`src/rtl/dmem_arb_pkg.sv`:
```
// Shared definitions for the DMEM arbiter, also used by the core LSU and host loader.
// Response-owner tags and default DMEM geometry.
package dmem_arb_pkg;

  localparam logic OWNER_CORE = 1'b0;
  localparam logic OWNER_HOST = 1'b1;

  localparam int unsigned DMEM_AW = 10;
  localparam int unsigned DMEM_DW = 32;

endpackage

```
`src/rtl/dmem_arbiter_if.sv`:
```
// Bundle of the core, host and DMEM buses around the DMEM arbiter.
// slave = arbiter view, master = environment view (core, host and DMEM together).
interface dmem_arbiter_if
  import dmem_arb_pkg::*;
#(
  parameter int unsigned AW = DMEM_AW,
  parameter int unsigned DW = DMEM_DW
);

  logic          core_req;
  logic          core_we;
  logic [AW-1:0] core_addr;
  logic [DW-1:0] core_wdata;
  logic          core_gnt;
  logic          core_rvalid;
  logic [DW-1:0] core_rdata;

  logic          host_req;
  logic          host_we;
  logic [AW-1:0] host_addr;
  logic [DW-1:0] host_wdata;
  logic          host_gnt;
  logic          host_rvalid;
  logic [DW-1:0] host_rdata;

  logic          mem_en;
  logic          mem_we;
  logic [AW-1:0] mem_addr;
  logic [DW-1:0] mem_wdata;
  logic [DW-1:0] mem_rdata;

  modport slave (
    input  core_req, core_we, core_addr, core_wdata,
    output core_gnt, core_rvalid, core_rdata,
    input  host_req, host_we, host_addr, host_wdata,
    output host_gnt, host_rvalid, host_rdata,
    output mem_en, mem_we, mem_addr, mem_wdata,
    input  mem_rdata
  );

  modport master (
    output core_req, core_we, core_addr, core_wdata,
    input  core_gnt, core_rvalid, core_rdata,
    output host_req, host_we, host_addr, host_wdata,
    input  host_gnt, host_rvalid, host_rdata,
    input  mem_en, mem_we, mem_addr, mem_wdata,
    output mem_rdata
  );

endinterface

```
`src/rtl/dmem_arb_resp.sv`:
```
// One-cycle read-response tag register; steers DMEM read data to the access owner.
// Non-owner port sees rvalid=0 and rdata=0.
module dmem_arb_resp
  import dmem_arb_pkg::*;
#(
  parameter int unsigned DW = DMEM_DW
) (
  input  logic          clk,
  input  logic          rst,
  input  logic          rd_accept,
  input  logic          rd_owner,
  input  logic [DW-1:0] mem_rdata,
  output logic          core_rvalid,
  output logic [DW-1:0] core_rdata,
  output logic          host_rvalid,
  output logic [DW-1:0] host_rdata
);

  logic resp_pend_d, resp_pend_q;
  logic resp_owner_d, resp_owner_q;

  always_comb begin
    resp_pend_d  = rd_accept;
    resp_owner_d = rd_owner;
  end

  always_ff @(posedge clk) begin
    if (rst) begin
      resp_pend_q  <= 1'b0;
      resp_owner_q <= OWNER_CORE;
    end else begin
      resp_pend_q  <= resp_pend_d;
      resp_owner_q <= resp_owner_d;
    end
  end

  // Gating with rst drops a response whose read was accepted the cycle before reset.
  always_comb begin
    core_rvalid = resp_pend_q && !rst && (resp_owner_q == OWNER_CORE);
    host_rvalid = resp_pend_q && !rst && (resp_owner_q == OWNER_HOST);
    core_rdata  = core_rvalid ? mem_rdata : '0;
    host_rdata  = host_rvalid ? mem_rdata : '0;
  end

endmodule

```
`src/rtl/dmem_arbiter.sv`:
```
// Shares single-port DMEM between the core LSU (fixed priority) and a host/debug port.
// A saturating wait counter lets a starved host win a conflict after HOST_MAX_WAIT cycles.
module dmem_arbiter
  import dmem_arb_pkg::*;
#(
  parameter int unsigned AW            = DMEM_AW,
  parameter int unsigned DW            = DMEM_DW,
  parameter int unsigned HOST_MAX_WAIT = 4,
  parameter int unsigned CW            = 3
) (
  input logic           clk,
  input logic           rst,
  dmem_arbiter_if.slave bus
);

  localparam logic [CW-1:0] MAX_WAIT = CW'(HOST_MAX_WAIT);

  logic [CW-1:0] wait_cnt_d, wait_cnt_q;
  logic          host_win;
  logic          core_gnt;
  logic          host_gnt;
  logic          sel_we;
  logic [AW-1:0] sel_addr;
  logic [DW-1:0] sel_wdata;

  always_comb begin
    host_win = (HOST_MAX_WAIT != 0) && (wait_cnt_q == MAX_WAIT);
    core_gnt = !rst && bus.core_req && !(bus.host_req && host_win);
    host_gnt = !rst && bus.host_req && (!bus.core_req || host_win);

    wait_cnt_d = wait_cnt_q;
    if (!bus.host_req || host_gnt) begin
      wait_cnt_d = '0;
    end else if (wait_cnt_q != MAX_WAIT) begin
      wait_cnt_d = wait_cnt_q + 1'b1;
    end
  end

  always_ff @(posedge clk) begin
    if (rst) begin
      wait_cnt_q <= '0;
    end else begin
      wait_cnt_q <= wait_cnt_d;
    end
  end

  always_comb begin
    sel_we    = 1'b0;
    sel_addr  = '0;
    sel_wdata = '0;
    if (core_gnt) begin
      sel_we    = bus.core_we;
      sel_addr  = bus.core_addr;
      sel_wdata = bus.core_wdata;
    end else if (host_gnt) begin
      sel_we    = bus.host_we;
      sel_addr  = bus.host_addr;
      sel_wdata = bus.host_wdata;
    end
  end

  assign bus.core_gnt  = core_gnt;
  assign bus.host_gnt  = host_gnt;
  assign bus.mem_en    = core_gnt || host_gnt;
  assign bus.mem_we    = sel_we;
  assign bus.mem_addr  = sel_addr;
  assign bus.mem_wdata = sel_wdata;

  dmem_arb_resp #(
    .DW(DW)
  ) u_resp (
    .clk        (clk),
    .rst        (rst),
    .rd_accept  ((core_gnt || host_gnt) && !sel_we),
    .rd_owner   (host_gnt ? OWNER_HOST : OWNER_CORE),
    .mem_rdata  (bus.mem_rdata),
    .core_rvalid(bus.core_rvalid),
    .core_rdata (bus.core_rdata),
    .host_rvalid(bus.host_rvalid),
    .host_rdata (bus.host_rdata)
  );

endmodule
```
`src/flat_wrapper.sv`:
```
// flat-port wrapper written by rule: the top's interface ports become plain ports
module dmem_arbiter_flat import dmem_arb_pkg::*;
#(
  parameter int unsigned AW            = DMEM_AW,
  parameter int unsigned DW            = DMEM_DW,
  parameter int unsigned HOST_MAX_WAIT = 4,
  parameter int unsigned CW            = 3
)
  (clk, rst, bus_core_req, bus_core_we, bus_core_addr, bus_core_wdata, bus_core_gnt, bus_core_rvalid, bus_core_rdata, bus_host_req, bus_host_we, bus_host_addr, bus_host_wdata, bus_host_gnt, bus_host_rvalid, bus_host_rdata, bus_mem_en, bus_mem_we, bus_mem_addr, bus_mem_wdata, bus_mem_rdata);
  dmem_arbiter_if #(.AW(AW), .DW(DW)) bus_i ();
  input logic clk;
  input logic rst;
  input wire logic [$bits(bus_i.core_req)-1:0] bus_core_req;
  input wire logic [$bits(bus_i.core_we)-1:0] bus_core_we;
  input wire logic [$bits(bus_i.core_addr)-1:0] bus_core_addr;
  input wire logic [$bits(bus_i.core_wdata)-1:0] bus_core_wdata;
  output wire logic [$bits(bus_i.core_gnt)-1:0] bus_core_gnt;
  output wire logic [$bits(bus_i.core_rvalid)-1:0] bus_core_rvalid;
  output wire logic [$bits(bus_i.core_rdata)-1:0] bus_core_rdata;
  input wire logic [$bits(bus_i.host_req)-1:0] bus_host_req;
  input wire logic [$bits(bus_i.host_we)-1:0] bus_host_we;
  input wire logic [$bits(bus_i.host_addr)-1:0] bus_host_addr;
  input wire logic [$bits(bus_i.host_wdata)-1:0] bus_host_wdata;
  output wire logic [$bits(bus_i.host_gnt)-1:0] bus_host_gnt;
  output wire logic [$bits(bus_i.host_rvalid)-1:0] bus_host_rvalid;
  output wire logic [$bits(bus_i.host_rdata)-1:0] bus_host_rdata;
  output wire logic [$bits(bus_i.mem_en)-1:0] bus_mem_en;
  output wire logic [$bits(bus_i.mem_we)-1:0] bus_mem_we;
  output wire logic [$bits(bus_i.mem_addr)-1:0] bus_mem_addr;
  output wire logic [$bits(bus_i.mem_wdata)-1:0] bus_mem_wdata;
  input wire logic [$bits(bus_i.mem_rdata)-1:0] bus_mem_rdata;
  assign bus_i.core_req = bus_core_req;
  assign bus_i.core_we = bus_core_we;
  assign bus_i.core_addr = bus_core_addr;
  assign bus_i.core_wdata = bus_core_wdata;
  assign bus_core_gnt = bus_i.core_gnt;
  assign bus_core_rvalid = bus_i.core_rvalid;
  assign bus_core_rdata = bus_i.core_rdata;
  assign bus_i.host_req = bus_host_req;
  assign bus_i.host_we = bus_host_we;
  assign bus_i.host_addr = bus_host_addr;
  assign bus_i.host_wdata = bus_host_wdata;
  assign bus_host_gnt = bus_i.host_gnt;
  assign bus_host_rvalid = bus_i.host_rvalid;
  assign bus_host_rdata = bus_i.host_rdata;
  assign bus_mem_en = bus_i.mem_en;
  assign bus_mem_we = bus_i.mem_we;
  assign bus_mem_addr = bus_i.mem_addr;
  assign bus_mem_wdata = bus_i.mem_wdata;
  assign bus_i.mem_rdata = bus_mem_rdata;
  dmem_arbiter #(.AW(AW), .DW(DW), .HOST_MAX_WAIT(HOST_MAX_WAIT), .CW(CW)) u_core (.clk(clk), .rst(rst), .bus(bus_i));
endmodule
```
`config.mk`:
```
export PLATFORM = sky130hd
export DESIGN_NAME = dmem_arbiter_flat
export DESIGN_NICKNAME = d
export VERILOG_FILES = /design/src/rtl/dmem_arb_pkg.sv /design/src/rtl/dmem_arbiter_if.sv /design/src/rtl/dmem_arb_resp.sv /design/src/rtl/dmem_arbiter.sv /design/src/flat_wrapper.sv
export SDC_FILE = /design/constraint.sdc
export NUM_CORES = 1
export LEC_CHECK = 0
export ABC_AREA = 1
export ABC_CLOCK_PERIOD_IN_PS = 1750
export BUFFER_PORTS_ARGS = -buffer_cell sky130_fd_sc_hd__buf_2
export CAP_MARGIN = 20
export CORE_AREA = 2 2 90 92
export DETAILED_ROUTE_END_ITERATION = 7
export DIE_AREA = 0 0 92 94
export SYNTH_ARGS = -nofsm -noshare
export SYNTH_HDL_FRONTEND = slang
export SYNTH_HIERARCHICAL = 1
export SYNTH_SLANG_ARGS = --single-unit
```
`constraint.sdc`:
```
create_clock -name clk -period 1.75 [get_ports clk]
set_input_delay 0.2625 -clock clk [delete_from_list [all_inputs] [get_ports clk]]
set_output_delay 0.2625 -clock clk [all_outputs]
set_load 0.02 [all_outputs]
```
[Word level (Yosys, flattened, before mapping)]
Index checks and enable logic that the tools add are counted.
Storage, ports and cells
  register bits: 5
  bits of input ports: 122
  output and inout port bits: 112
Operators by class
  add/sub/neg operators: 1
  equal/unequal tests: 2
  mux-type cells: 9
  bitwise logic cells: 1
  reductions and logical operators: 18
Operator list (number)
  two-way mux 32 bit: 4
  two-way mux 10 bit: 2
  logical AND 1 bit: 9
  logical NOT 1 bit: 5
  adder 3 x 1 -> 3 bit, second input constant: 1
  equality test 3 bit, second input constant: 1
  logical OR 1 bit: 3
  two-way mux 1 bit: 3
  inequality test 3 bit, second input constant: 1
  OR reduction 2 bit: 1
  NOT 1 bit: 1

[Depth between registers and ports, before layout]
Gate-level depths: netlist of run 1.
  depth in word-level cells: 7
  mapped depth: 9

[By module]
Netlist of run 1, hierarchy kept.
By module, submodules not included
  dmem_arbiter: times used 1, cells an instance 168, area each 807.0 µm², seq. area each 60.1 µm²
  dmem_arb_resp: times used 1, cells an instance 114, area each 620.6 µm², seq. area each 40.0 µm²

[Worst setup path before layout of run 1]
Ideal clock, no wire load.
  path type: register to output
  start point: register u_core.wait_cnt_q[0]
  end point: output bus_mem_wdata[21]
  data arrival time: 1.222 ns
  path slack: 0.266 ns
  stages on the path, launching flop included: 9
  path through: dfxtp_1 inv_1 ha_1 nand3_1 nand2_1 inv_2 buf_4 nand2_1 nand2_1
On the way
  longest elaborated chain between the ends: 5
Ends and longest elaborated chain
  start, declared: RTL line dmem_arbiter.sv:18  | logic [CW-1:0] wait_cnt_d, wait_cnt_q;
  start signal, assigned: RTL line dmem_arbiter.sv:43  | wait_cnt_q <= wait_cnt_d;
  equality test 3 bit: RTL line dmem_arbiter.sv:27  | host_win = (HOST_MAX_WAIT != 0) && (wait_cnt_q == MAX_WAIT);
  logical AND 1 bit: RTL line dmem_arbiter.sv:28  | core_gnt = !rst && bus.core_req && !(bus.host_req && host_win);
  logical NOT 1 bit: RTL line dmem_arbiter.sv:28
  logical AND 1 bit: RTL line dmem_arbiter.sv:28
  via bus_core_gnt: RTL line flat_wrapper.sv:17  | output wire logic [$bits(bus_i.core_gnt)-1:0] bus_core_gnt;
  two-way mux 32 bit: RTL line dmem_arbiter.sv:51  | if (core_gnt) begin
  end, declared: RTL line flat_wrapper.sv:30  | output wire logic [$bits(bus_i.mem_wdata)-1:0] bus_mem_wdata;
The timed path passes the listed nets, and every way through them passes these cells.

[Worst setup path in the final report of run 1]
  start point: register u_core.wait_cnt_q[0]
  end point: output bus_mem_addr[6]
On the way
  longest elaborated chain between the ends: 5
Ends and longest elaborated chain
  equality test 3 bit *: RTL line dmem_arbiter.sv:27
  logical OR 1 bit / logical AND 1 bit (equally long branches): RTL line dmem_arbiter.sv:29, dmem_arbiter.sv:28
  logical AND 1 bit / logical NOT 1 bit (equally long branches): RTL line dmem_arbiter.sv:29, dmem_arbiter.sv:28
  two-way mux 10 bit / logical AND 1 bit (equally long branches): RTL line dmem_arbiter.sv:55, dmem_arbiter.sv:28
  two-way mux 10 bit *: RTL line dmem_arbiter.sv:51
  end, declared: RTL line flat_wrapper.sv:29  | output wire logic [$bits(bus_i.mem_addr)-1:0] bus_mem_addr;
Mark *: on every way between the ends. The rest lies on a longest branch, timed or not.

==> results of run 1 <==
## layout make-up
cell class                 instances  area (sq um)
tap                              102           128
sequential                         5           103
timing repair buffer             246          1640
inverter                          47           179
fill                             778          4360
clock buffer                       4          45.0
multi-input combinational        216          1160
## cell families (layout without fill, tap and decap cells)
kind of cell               count (synthesis)  in the layout  share of synthesized area
and+or+nand+nor                          211            211                      0.670
buffers and inverters                     61            297                      0.230
DFF                                        5              5                     0.0701
adders and majority gates                  2              2                     0.0175
AOI/OAI and AO/OA                          2              2                    0.00701
xor gates and xnor gates                   1              1                    0.00614
## cell usage in the layout, fill, tap and decap left out
cell type / synthesis / layout
nor2_1: 42 / 42
nand3_1: 4 / 4
nand2_2: 11 / 40
inv_4: 0 / 1
buf_2: 0 / 191
nor2_2: 26 / 26
dfxtp_1: 5 / 3
nand3_4: 2 / 2
buf_12: 1 / 4
buf_6: 9 / 42
clkbuf_8: 0 / 3
xnor2_1: 1 / 1
buf_16: 0 / 3
o21ai_0: 2 / 2
nor2_4: 3 / 3
clkbuf_1: 0 / 1
nor2_8: 1 / 1
inv_2: 3 / 4
dfxtp_2: 0 / 2
inv_1: 44 / 42
nand2_4: 0 / 10
buf_4: 4 / 6
nand2_1: 122 / 83
ha_4: 0 / 1
ha_1: 2 / 1
## path summary, 6_finish.rpt
check	start	to	slack, ns	depth (start not counted)
worst max-delay path	u_core/wait_cnt_q[0]	bus_mem_addr[6]	-0.09	11
worst min-delay path	rst	u_core/u_resp/resp_pend_q	0.28	2
worst max register to register	u_core/wait_cnt_q[0]	u_core/u_resp/resp_pend_q	0.48	11
worst min register to register	u_core/wait_cnt_q[0]	u_core/wait_cnt_q[0]	0.51	2
## repair_timing
action / CTS / global route
buffers inserted: 5 / 1
hold buffers: 0 / 0
endpoints found under the setup margin: 43 / 43
pin swaps: 5 / 3
gates cloned: 3 / 0
gates resized for setup: 116 / 27
## power breakdown
group	total (mW)	switching, mW	internal (mW)
Clock	0.206	0.0503	0.156
Sequential	0.121	0.00333	0.118
Combinational	0.633	0.333	0.300
## flip-flops by register name (all words and copies together), names as in the netlist
register and count:
u_core/wait_cnt_q 3, u_core/u_resp/resp_pend_q 1, u_core/u_resp/resp_owner_q 1
## cells in the mapped netlist, drive strengths merged
cell,number,share of area
nand2,133,0.37
nor2,72,0.26
inv,47,0.12
buf,14,0.11
nand3,6,0.039
dfxtp,5,0.070
ha,2,0.018
o21ai,2,0.0070
xnor2,1,0.0061
## routing by layer
metal | vias to the layer above | global-route usage | wire, microns | part of all wire
met5 | - | 0 | 0 | 0
met4 | 0 | 0.0398 | 48 | 0.0073
met2 | 144 | 0.298 | 3640 | 0.55
li1 | 1266 | - | - | -
met3 | 6 | 0.0241 | 661 | 0.10
met1 | 1035 | 0.133 | 2210 | 0.34
==> metrics.md, run 1 <==
| Metric | Value |
|---|---|
| Crit path top cell by count | `nand2_2` |
| Drt drc | `0` |
| Hpwl dp | `5120 microns` |
| Post-synthesis sequential area ratio | `0.0701` |
| MaxCap Viol Count | `0` |
| Actual slew at the worst max-slew pin | `~0.36 ns` |
| YS warnings | `6` |
| Fin nets | `643` |
| Setup TNS | `-1.71 ns` |
| Final antenna diode count | `0` |
| First-pass GRT wire length | `10100 microns` |
| P_leak | `2.17 nW` |
| CTS tree | `built` |
| Congestion Overflow GR | `0` |
| Inst Count DP | `between 600 and 700` |
| Fin worst setup slack | `-0.0920 ns` |
| Final Util | `0.427` |
| Placed Instance Area | `2640 sq um` |
| Critical path, cell by cell | `inv_2 -> ha_4 -> nand2_2 -> nand2_2 -> inv_4 -> nor2_8 -> buf_12 -> buf_16 -> nand2_2 -> nand2_2 -> buf_6` |
| Clock-pin slew on the worst setup and hold paths | `about 0.030 ns` |
| Hold Worst Slack | `0.282 ns` |
| Synth Instances | `between 200 and 300` |
| CTS root buffer | `clkbuf_8` |
| Period utilization | `1.05` |
| Post-synth cell types | `17` |
| Total Power | `0.961 mW` |
| Post-route antenna net violation count | `0` |
| DRT iter0 DRCs | `46` |
| Share of cells above drive strength 1 | `0.654` |
| Area growth syn-to-layout | `128%` |
| Fin cells | `620` |
| Worst path max stage delay | `roughly 0.32 ns` |
| Failing checks | `negative setup slack` |
| Setup WS pre-CTS | `0.0423 ns` |
| Die width | `92 microns` |
| RD Place Congestion | `0.798` |
| Avg Cell Area, Syn | `slightly above 5 sq um` |
| Largest net degree at the start of global routing | `between 40 and 50` |
| TritonCTS Buffers | `3` |
| Clock skew | `0.000347 ns` |
| Final hold vios | `0` |
| Vias in the first global route | `2306` |
| Die area | `between 8000 and 9000 sq um` |
| Worst hold path class | `input pin to flip-flop` |
| WP buf/inv | `5` |
| CP max-delay cell | `dfxtp_2` |
| Minimum clock period | `~1.8 ns` |
| Kind of critical path | `flip-flop to output pin` |
| Fmax | `543 MHz` |
| Overall Global Routing Usage | `0.140` |
| DRT Pass-1 Iters | `4` |
| Cell area after synthesis | `1430 sq um` |
| Core Area | `7610 sq um` |
| Slew Limit Fails | `0` |
| Vias per cell | `3.95` |
| Buffers on Ports | `233` |
| Max Buffers Root-to-Sink | `2` |
| Die Y | `94 microns` |
| Max transition margin | `0.757` |
| Vias | `2451` |
| Register bit total from synthesis | `5` |
| Initial core utilization | `0.188` |
| Worst VDD drop | `0.000170 V` |
| Clock sinks | `5` |
| # rows | `32` |
| Worst-path maximum fanout | `6` |
| Initial antenna violation count | `0` |
| Avg WL per Cell | `10.6 microns` |
| Clk Latency, worst-skew pair | `roughly 0.21 ns` |
| Final WL | `6560 microns` |
| Crit path launch type | `flip-flop` |
| Syn_nets | `406` |
| Status | `finished with violations` |
| CP top delay family | `buffers and inverters` |
| RSZ-0062 raised after global routing | `true` |
| Post-route cell area | `3250 sq um` |
| Worst Setup End Kind | `output pin` |
| # setup viols final | `37` |
| # IOs | `234` |
| Worst EP required | `between 1 and 1.5 ns` |
| PD cells | `296 nW/um^2` |
| CTS H-Tree Depth | `1` |
| Arrival @ worst endpoint | `1.58 ns` |
(Power assumes the default switching activity.)
==> run 2: changes to the inputs <==
--- a/config.mk
+++ b/config.mk
@@ -10,6 +10,7 @@
 export BUFFER_PORTS_ARGS = -buffer_cell sky130_fd_sc_hd__buf_2
 export CAP_MARGIN = 20
 export CORE_AREA = 2 2 90 92
+export CTS_BUF_LIST = sky130_fd_sc_hd__clkbuf_8
 export DETAILED_ROUTE_END_ITERATION = 7
 export DIE_AREA = 0 0 92 94
 export SYNTH_ARGS = -nofsm -noshare
==> run 2 against run 1 <==
- the flow still finishes with violations (negative setup slack)
- worst setup slack unchanged
- routed wire length about the same
- fmax unchanged
- combinational power about the same
- utilization unchanged
- clock skew about the same
- hold slack about the same
- clock power down 2%
- highest routed layer unchanged
- design area unchanged
- non-clock buffer count unchanged
- critical path type unchanged
==> metrics.md, run 2 (same netlist as run 1, synthesis figures left out) <==
| Metric | Value |
|---|---|
| Initial core utilization | `0.188` |
| Critical path depth | `11` |
| Critical path, cell by cell | `inv_2 -> ha_4 -> nand2_2 -> nand2_2 -> inv_4 -> nor2_8 -> buf_12 -> buf_16 -> nand2_2 -> nand2_2 -> buf_6` |
| Final hold vios | `0` |
| Max transition margin | `0.757` |
| Hpwl dp | `roughly 5100 microns` |
| Die width | `92 microns` |
| Worst hold path class | `input pin to flip-flop` |
| Initial antenna violation count | `0` |
| Worst-path maximum fanout | `6` |
| RSZ-0062 raised after global routing | `true` |
| Clock sinks | `5` |
| Worst EP required | `between 1 and 1.5 ns` |
| Final Util | `0.427` |
| Fin nets | `~640` |
| Die Y | `94 microns` |
| Actual slew at the worst max-slew pin | `0.364 ns` |
| Minimum clock period | `1.84 ns` |
| RD Place Congestion | `0.798` |
| Area growth syn-to-layout | `128%` |
| Buffers on Ports | `between 200 and 250` |
| MaxCap Viol Count | `0` |
| Post-route cell area | `roughly 3300 sq um` |
| Most flop-heavy register | `u_core/wait_cnt_q` |
| Slew Limit Fails | `0` |
| Vias | `roughly 2400` |
| Status | `finished with violations` |
| Hold buffer count at CTS | `0` |
| Worst r2r path cells | `11` |
| DRT Pass-1 Iters | `4` |
| Arrival @ worst endpoint | `1.58 ns` |
| Vias in the first global route | `2306` |
| Worst Setup End Kind | `output pin` |
| Fillers | `roughly 780` |
| P_leak | `2.17 nW` |
| Avg WL per Cell | `10.6 microns` |
| PD cells | `around 300 nW/um^2` |
| CTS root buffer | `clkbuf_8` |
| Part of the power in registers | `0.127` |
| Clock share of power | `0.210` |
| Commonest non-fill, non-tap cell in the layout | `buf_2` |
| Largest regs | `u_core/wait_cnt_q: 3 flops, u_core/u_resp/resp_owner_q: 1 flops, u_core/u_resp/resp_pend_q: 1 flops` |
| Final WL | `6560 microns` |
| Fin worst setup slack | `-0.0920 ns` |
| WL met3 | `~660 microns` |
| Clock skew | `0.000837 ns` |
| Highest Signal Layer | `met4` |
| Clk Latency, worst-skew pair | `0.21 ns` |
| Die area | `8650 sq um` |
| Kind of critical path | `flip-flop to output pin` |
| Worst path max stage delay | `0.32 ns` |
| Metal1 wirelength | `2210 microns` |
| Core Area | `7610 sq um` |
| Met2 wire len | `3640 microns` |
| Int Power | `0.568 mW` |
| Clock-pin slew on the worst setup and hold paths | `0.04 ns` |
| CP top delay family | `buffers and inverters` |
| # setup viols final | `37` |
| DRT iter0 DRCs | `47` |
| Post-route antenna net violation count | `0` |
| Sw Pwr | `0.387 mW` |
| Cell count of the worst hold path | `2` |
| CP max-delay cell | `dfxtp_2` |
| First-pass GRT wire length | `10100 microns` |
| Most frequent cells in the layout | `191 x buf_2, 83 x nand2_1, 43 x inv_1, 42 x buf_6, 42 x nor2_1` |
| Largest net degree at the start of global routing | `44` |
| Drt drc | `0` |
| # rows | `32` |
| CTS tree | `built` |
| WP buf/inv | `5` |
| Switching share of power | `0.405` |
| Failing checks | `negative setup slack` |
| Overall Global Routing Usage | `0.140` |
| Crit path top cell by count | `nand2_2` |
| Final antenna diode count | `0` |
| Largest register FFs | `3` |
| Fmax | `543 MHz` |
| Worst VDD drop | `0.000170 V` |
| Placed Instance Area | `2640 sq um` |
| Vias per cell | `3.95` |
| TritonCTS Buffers | `3` |
| # IOs | `234` |
| Combinational share of power | `0.663` |
| CTS H-Tree Depth | `1` |
| Max Buffers Root-to-Sink | `2` |
| Congestion Overflow GR | `0` |
| Share of cells above drive strength 1 | `0.654` |
| Period utilization | `1.05` |
| Crit path launch type | `flip-flop` |
## run 2: cell count changes in the layout (fill, tap and decap cells not counted), sizes merged
cell,before,now
inv,47,48
clkbuf,4,3
## run 2: final timing paths
kind,startpoint,slack [ns],endpoint
setup / recovery,u_core/wait_cnt_q[0],-0.09,bus_mem_addr[6]
hold / removal,rst,0.28,u_core/u_resp/resp_owner_q
setup reg to reg,u_core/wait_cnt_q[0],0.47,u_core/u_resp/resp_pend_q
hold reg to reg,u_core/wait_cnt_q[0],0.51,u_core/wait_cnt_q[0]
## run 2: power by group through the flow
stage / clock (mW) / combinational, mW / sequential [mW]
6_report: 0.201 / 0.633 / 0.121
5_1_grt: 0.216 / 0.684 / 0.122
4_1_cts: 0.206 / 0.617 / 0.121
3_5_place_dp: 0 / 0.491 / 0.123
3_3_place_gp: 0 / 0.488 / 0.123
2_1_floorplan: 0 / 0.264 / 0.122
## run 2: worst reg2reg max path: stages (launching register included)
cell,delay (ns)
dfxtp_2,0.33
inv_2,0.04
ha_4,0.15
nand2_2,0.07
nand2_2,0.07
buf_4,0.13
buf_4,0.11
nand3_1,0.06
nand2_1,0.06
nor2_1,0.08
inv_1,0.04
nor2_1,0.07
## run 2: metrics by stage
stage / power [mW] / worst slack, ns / hold slack [ns] / std cells / setup TNS (ns)
floorplan: 0.386 / 0.266 / 0.334 / 282 / 0
global placement: 0.610 / 0.0817 / 0.429 / 607 / 0
detailed placement: 0.614 / 0.0423 / 0.440 / 607 / 0
CTS: 0.945 / -0.0981 / 0.278 / 619 / -2.15
global route: 1.02 / -0.196 / 0.291 / 620 / -6.53
finish: 0.956 / -0.0920 / 0.282 / 620 / -1.71
## run 2: repair_timing
action / in CTS / in global routing
endpoints found under the setup margin: 43 / 43
pin swaps: 5 / 3
gates resized for setup: 116 / 27
gates cloned: 3 / 0
buffers inserted: 5 / 1
## run 2: cell type report
type / count / area, sq um / share of cell area
Timing Repair Buffer: 246 / 1640 / 0.503
Multi-Input combinational cell: 216 / 1160 / 0.357
Inverter: 47 / 179 / 0.0550
Tap cell: 102 / 128 / 0.0393
Sequential cell: 5 / 103 / 0.0316
Clock buffer: 3 / 41.3 / 0.0127
Clock inverter: 1 / 3.75 / 0.00115
## run 2: layer usage
| layer | vias to the layer above | track usage |
|---|---|---|
| met5 | - | 0 |
| met3 | 6 | 0.0241 |
| li1 | 1266 | - |
| met2 | 144 | 0.298 |
| met1 | 1033 | 0.133 |
| met4 | 0 | 0.0398 |
==> run 3: changes to the inputs <==
--- a/config.mk
+++ b/config.mk
@@ -5,7 +5,6 @@
 export SDC_FILE = /design/constraint.sdc
 export NUM_CORES = 1
 export LEC_CHECK = 0
-export ABC_AREA = 1
 export ABC_CLOCK_PERIOD_IN_PS = 1750
 export BUFFER_PORTS_ARGS = -buffer_cell sky130_fd_sc_hd__buf_2
 export CAP_MARGIN = 20
@@ -13,6 +12,7 @@
 export CTS_BUF_LIST = sky130_fd_sc_hd__clkbuf_8
 export DETAILED_ROUTE_END_ITERATION = 7
 export DIE_AREA = 0 0 92 94
+export PLACE_DENSITY = 0.68
 export SYNTH_ARGS = -nofsm -noshare
 export SYNTH_HDL_FRONTEND = slang
 export SYNTH_HIERARCHICAL = 1
==> run 3 against run 2 <==
- flip-flop and latch count stayed put
- synthesized cell count is 3.5% lower
- highest routed layer unchanged
- fmax is 0.34% higher
- the run still ends with negative setup slack left
- clock skew is 0.0011 ns higher
- worst setup slack better by 0.0062 ns
- hold slack better by 0.21 ns
- area after synthesis is 62% higher
- global-route usage is 4.7 points higher
- sequential power hardly changed
- non-clock buffer count is 14 higher
- power is 11% higher
- die area stayed put
==> metrics.md, run 3 <==
| Metric | Value |
|---|---|
| Status | `finished with violations` |
| Failing checks | `negative setup slack` |
| MaxCap Viol Count | `0` |
| Syn_nets | `between 300 and 400` |
| Kind of critical path | `flip-flop to output pin` |
| Vias in the first global route | `2874` |
| Max transition margin | `0.766` |
| EDFF count, synth | `0` |
| Buffers on Ports | `233` |
| Drt drc | `0` |
| Max Buffers Root-to-Sink | `2` |
| CTS tree | `built` |
| Die Y | `94 microns` |
| Worst Setup End Kind | `output pin` |
| Fmax | `545 MHz` |
| Die area | `8650 sq um` |
| Final Util | `0.515` |
| Critical path, cell by cell | `inv_2 -> ha_4 -> buf_6 -> a21boi_4 -> buf_6 -> clkbuf_16 -> o22ai_1 -> buf_2` |
| PD cells | `271 nW/um^2` |
| Largest net degree at the start of global routing | `67` |
| Worst-path maximum fanout | `10` |
| YS warnings | `6` |
| Area growth syn-to-layout | `69.1%` |
| TritonCTS Buffers | `3` |
| Most flop-heavy register | `u_core/wait_cnt_q` |
| Register bit total from synthesis | `5` |
| P_leak | `1.98 nW` |
| Most frequent cells in the layout | `214 x buf_2, 87 x nand3b_1, 33 x and4b_1, 25 x and4bb_2, 24 x o22ai_1` |
| Ys flop type | `dfxtp_1` |
| Overall Global Routing Usage | `0.187` |
| Largest register FFs | `3` |
| Inst Count DP | `571` |
| Worst EP required | `about 1.5 ns` |
| Arrival @ worst endpoint | `1.57 ns` |
| Vias per cell | `5.34` |
| Clock skew | `roughly 0.0020 ns` |
| Initial core utilization | `0.305` |
| Area fraction of the dominant cell type after synthesis | `0.282` |
| Hpwl dp | `6760 microns` |
| Actual slew at the worst max-slew pin | `0.350 ns` |
| Initial antenna violation count | `0` |
| Die width | `a little over 90 microns` |
| # setup viols final | `44` |
| Post-synth top cells | `87 x nand3b_1, 34 x o22ai_1, 33 x and4b_1` |
| Crit path launch type | `flip-flop` |
| Minimum clock period | `1.84 ns` |
| RSZ-0062 raised after global routing | `true` |
| Fin cells | `587` |
| Synth area leaders | `nand3b_1 28%, and4b_1 14%, and4bb_2 13%` |
| Slew Limit Fails | `0` |
| Worst path max stage delay | `0.33 ns` |
| Congestion Overflow GR | `0` |
| Post-route antenna net violation count | `0` |
| Placed Instance Area | `3470 sq um` |
| Hold buffer count at CTS | `0` |
| Final antenna diode count | `0` |
| Clk Latency, worst-skew pair | `about 0.22 ns` |
| Total Power | `1.06 mW` |
| Fin worst setup slack | `-0.0858 ns` |
| # IOs | `234` |
| Final hold vios | `0` |
| Cell area after synthesis | `roughly 2300 sq um` |
| Leading area contributor after synthesis | `nand3b_1` |
| Clock sinks | `5` |
| Synth Instances | `272` |
| Share of cells above drive strength 1 | `0.658` |
| DRT Pass-1 Iters | `4` |
| First-pass GRT wire length | `around 13000 microns` |
| Final WL | `9370 microns` |
| DRT iter0 DRCs | `44` |
| Top-count cell post-synth | `nand3b_1` |
| Clock-pin slew on the worst setup and hold paths | `0.04 ns` |
| Core Area | `7610 sq um` |
| Commonest non-fill, non-tap cell in the layout | `buf_2` |
| Worst VDD drop | `about 0.00019 V` |
| Period utilization | `1.05` |
| RD Place Congestion | `0.842` |
| # rows | `32` |
| Fin nets | `610` |
| Vias | `between 3000 and 4000` |
| Crit path top cell by count | `buf_6` |
| Largest regs | `u_core/wait_cnt_q: 3 flops, u_core/u_resp/resp_owner_q: 1 flops, u_core/u_resp/resp_pend_q: 1 flops` |
| CTS H-Tree Depth | `1` |
| CTS root buffer | `clkbuf_8` |
| CP max-delay cell | `dfxtp_2` |
| Worst hold path class | `input pin to flip-flop` |
| Avg Cell Area, Syn | `8.52 sq um` |
| Avg WL per Cell | `16.0 microns` |
| Post-synth cell types | `26` |
| Post-synthesis sequential area ratio | `0.0432` |
| Asr flop ratio synth | `0` |
| Post-route cell area | `3920 sq um` |
-- run 3: cell count changes in the layout (fill, tap and decap cells not counted), moves of 10 or more --
cell / change
nand2_2: -40
and4bb_2: +25
inv_1: -42
and4b_1: +33
o22ai_1: +24
o22ai_2: +16
nor2_2: -26
buf_2: +23
nand3b_1: +87
nand2_1: -83
nand2_4: -10
nor2_1: -42
buf_4: +11
buf_6: -24
-- run 3: final timing paths --
path / start / end / slack [ns] / cells past startpoint
worst max-delay path: u_core/wait_cnt_q[0] / bus_mem_wdata[18] / -0.09 / 8
worst min-delay path: bus_core_we / u_core/u_resp/resp_pend_q / 0.49 / 4
worst max register to register: u_core/wait_cnt_q[0] / u_core/u_resp/resp_pend_q / 0.32 / 8
worst min register to register: u_core/wait_cnt_q[0] / u_core/wait_cnt_q[0] / 0.52 / 2
-- run 3: repair_timing --
| item | in CTS | in global routing |
|---|---|---|
| pin swaps | 2 | 3 |
| buffers inserted | 5 | 3 |
| gates cloned | 3 | 3 |
| endpoints found under the setup margin | 45 | 45 |
| gates resized for setup | 37 | 26 |
-- run 3: per-layer routing --
metal  up-vias  track usage  share of wire
met3         8       0.0465          0.094
met1      1442        0.197           0.36
met2       161        0.362           0.53
li1       1524            -              -
met5         -            0              0
met4         0       0.0585          0.011
-- run 3: per-stage QoR --
stage / hold slack [ns] / setup slack, ns / TNS, ns
floorplan: 0.425 / 0.110 / 0
global placement: 0.440 / -0.0256 / -0.0661
CTS: 0.485 / -0.116 / -3.42
finish: 0.491 / -0.0858 / -2.66
global route: 0.514 / -0.135 / -4.94
detailed placement: 0.455 / -0.0282 / -0.0429
-- run 3: area by class of cell --
type                       count  area [sq um]
clock inverter                 1          3.75
tap                          102           128
sequential                     5           103
fill                         736          3690
clock buffer                   3          41.3
timing repair buffer         260          1640
inverter                       2          7.51
multi-input combinational    214          1990
-- run 3: power by group --
group / leakage (nW) / internal, mW / switching (mW)
Clock: 0.0269 / 0.151 / 0.0591
Sequential: 0.0415 / 0.118 / 0.00217
Combinational: 1.92 / 0.367 / 0.363
-- run 3: critical path: cells and delay by family, from the launching register on --
family                     cells  cell delay [ns]
AOI/OAI and AO/OA              2             0.25
adders and majority gates      1             0.15
buffers and inverters          5             0.62
DFF                            1             0.33
-- run 3: logic make-up (layout without fill, tap and decap cells) --
kind of cell             Yosys count  in the layout  share of synthesized area
adder cells (fa/ha/maj)            2              2                     0.0108
AND/OR/NAND/NOR                  165            165                      0.638
buffers and inverters             53            266                      0.152
AO/OA/AOI/OAI                     47             47                      0.156
flip-flops                         5              5                     0.0432
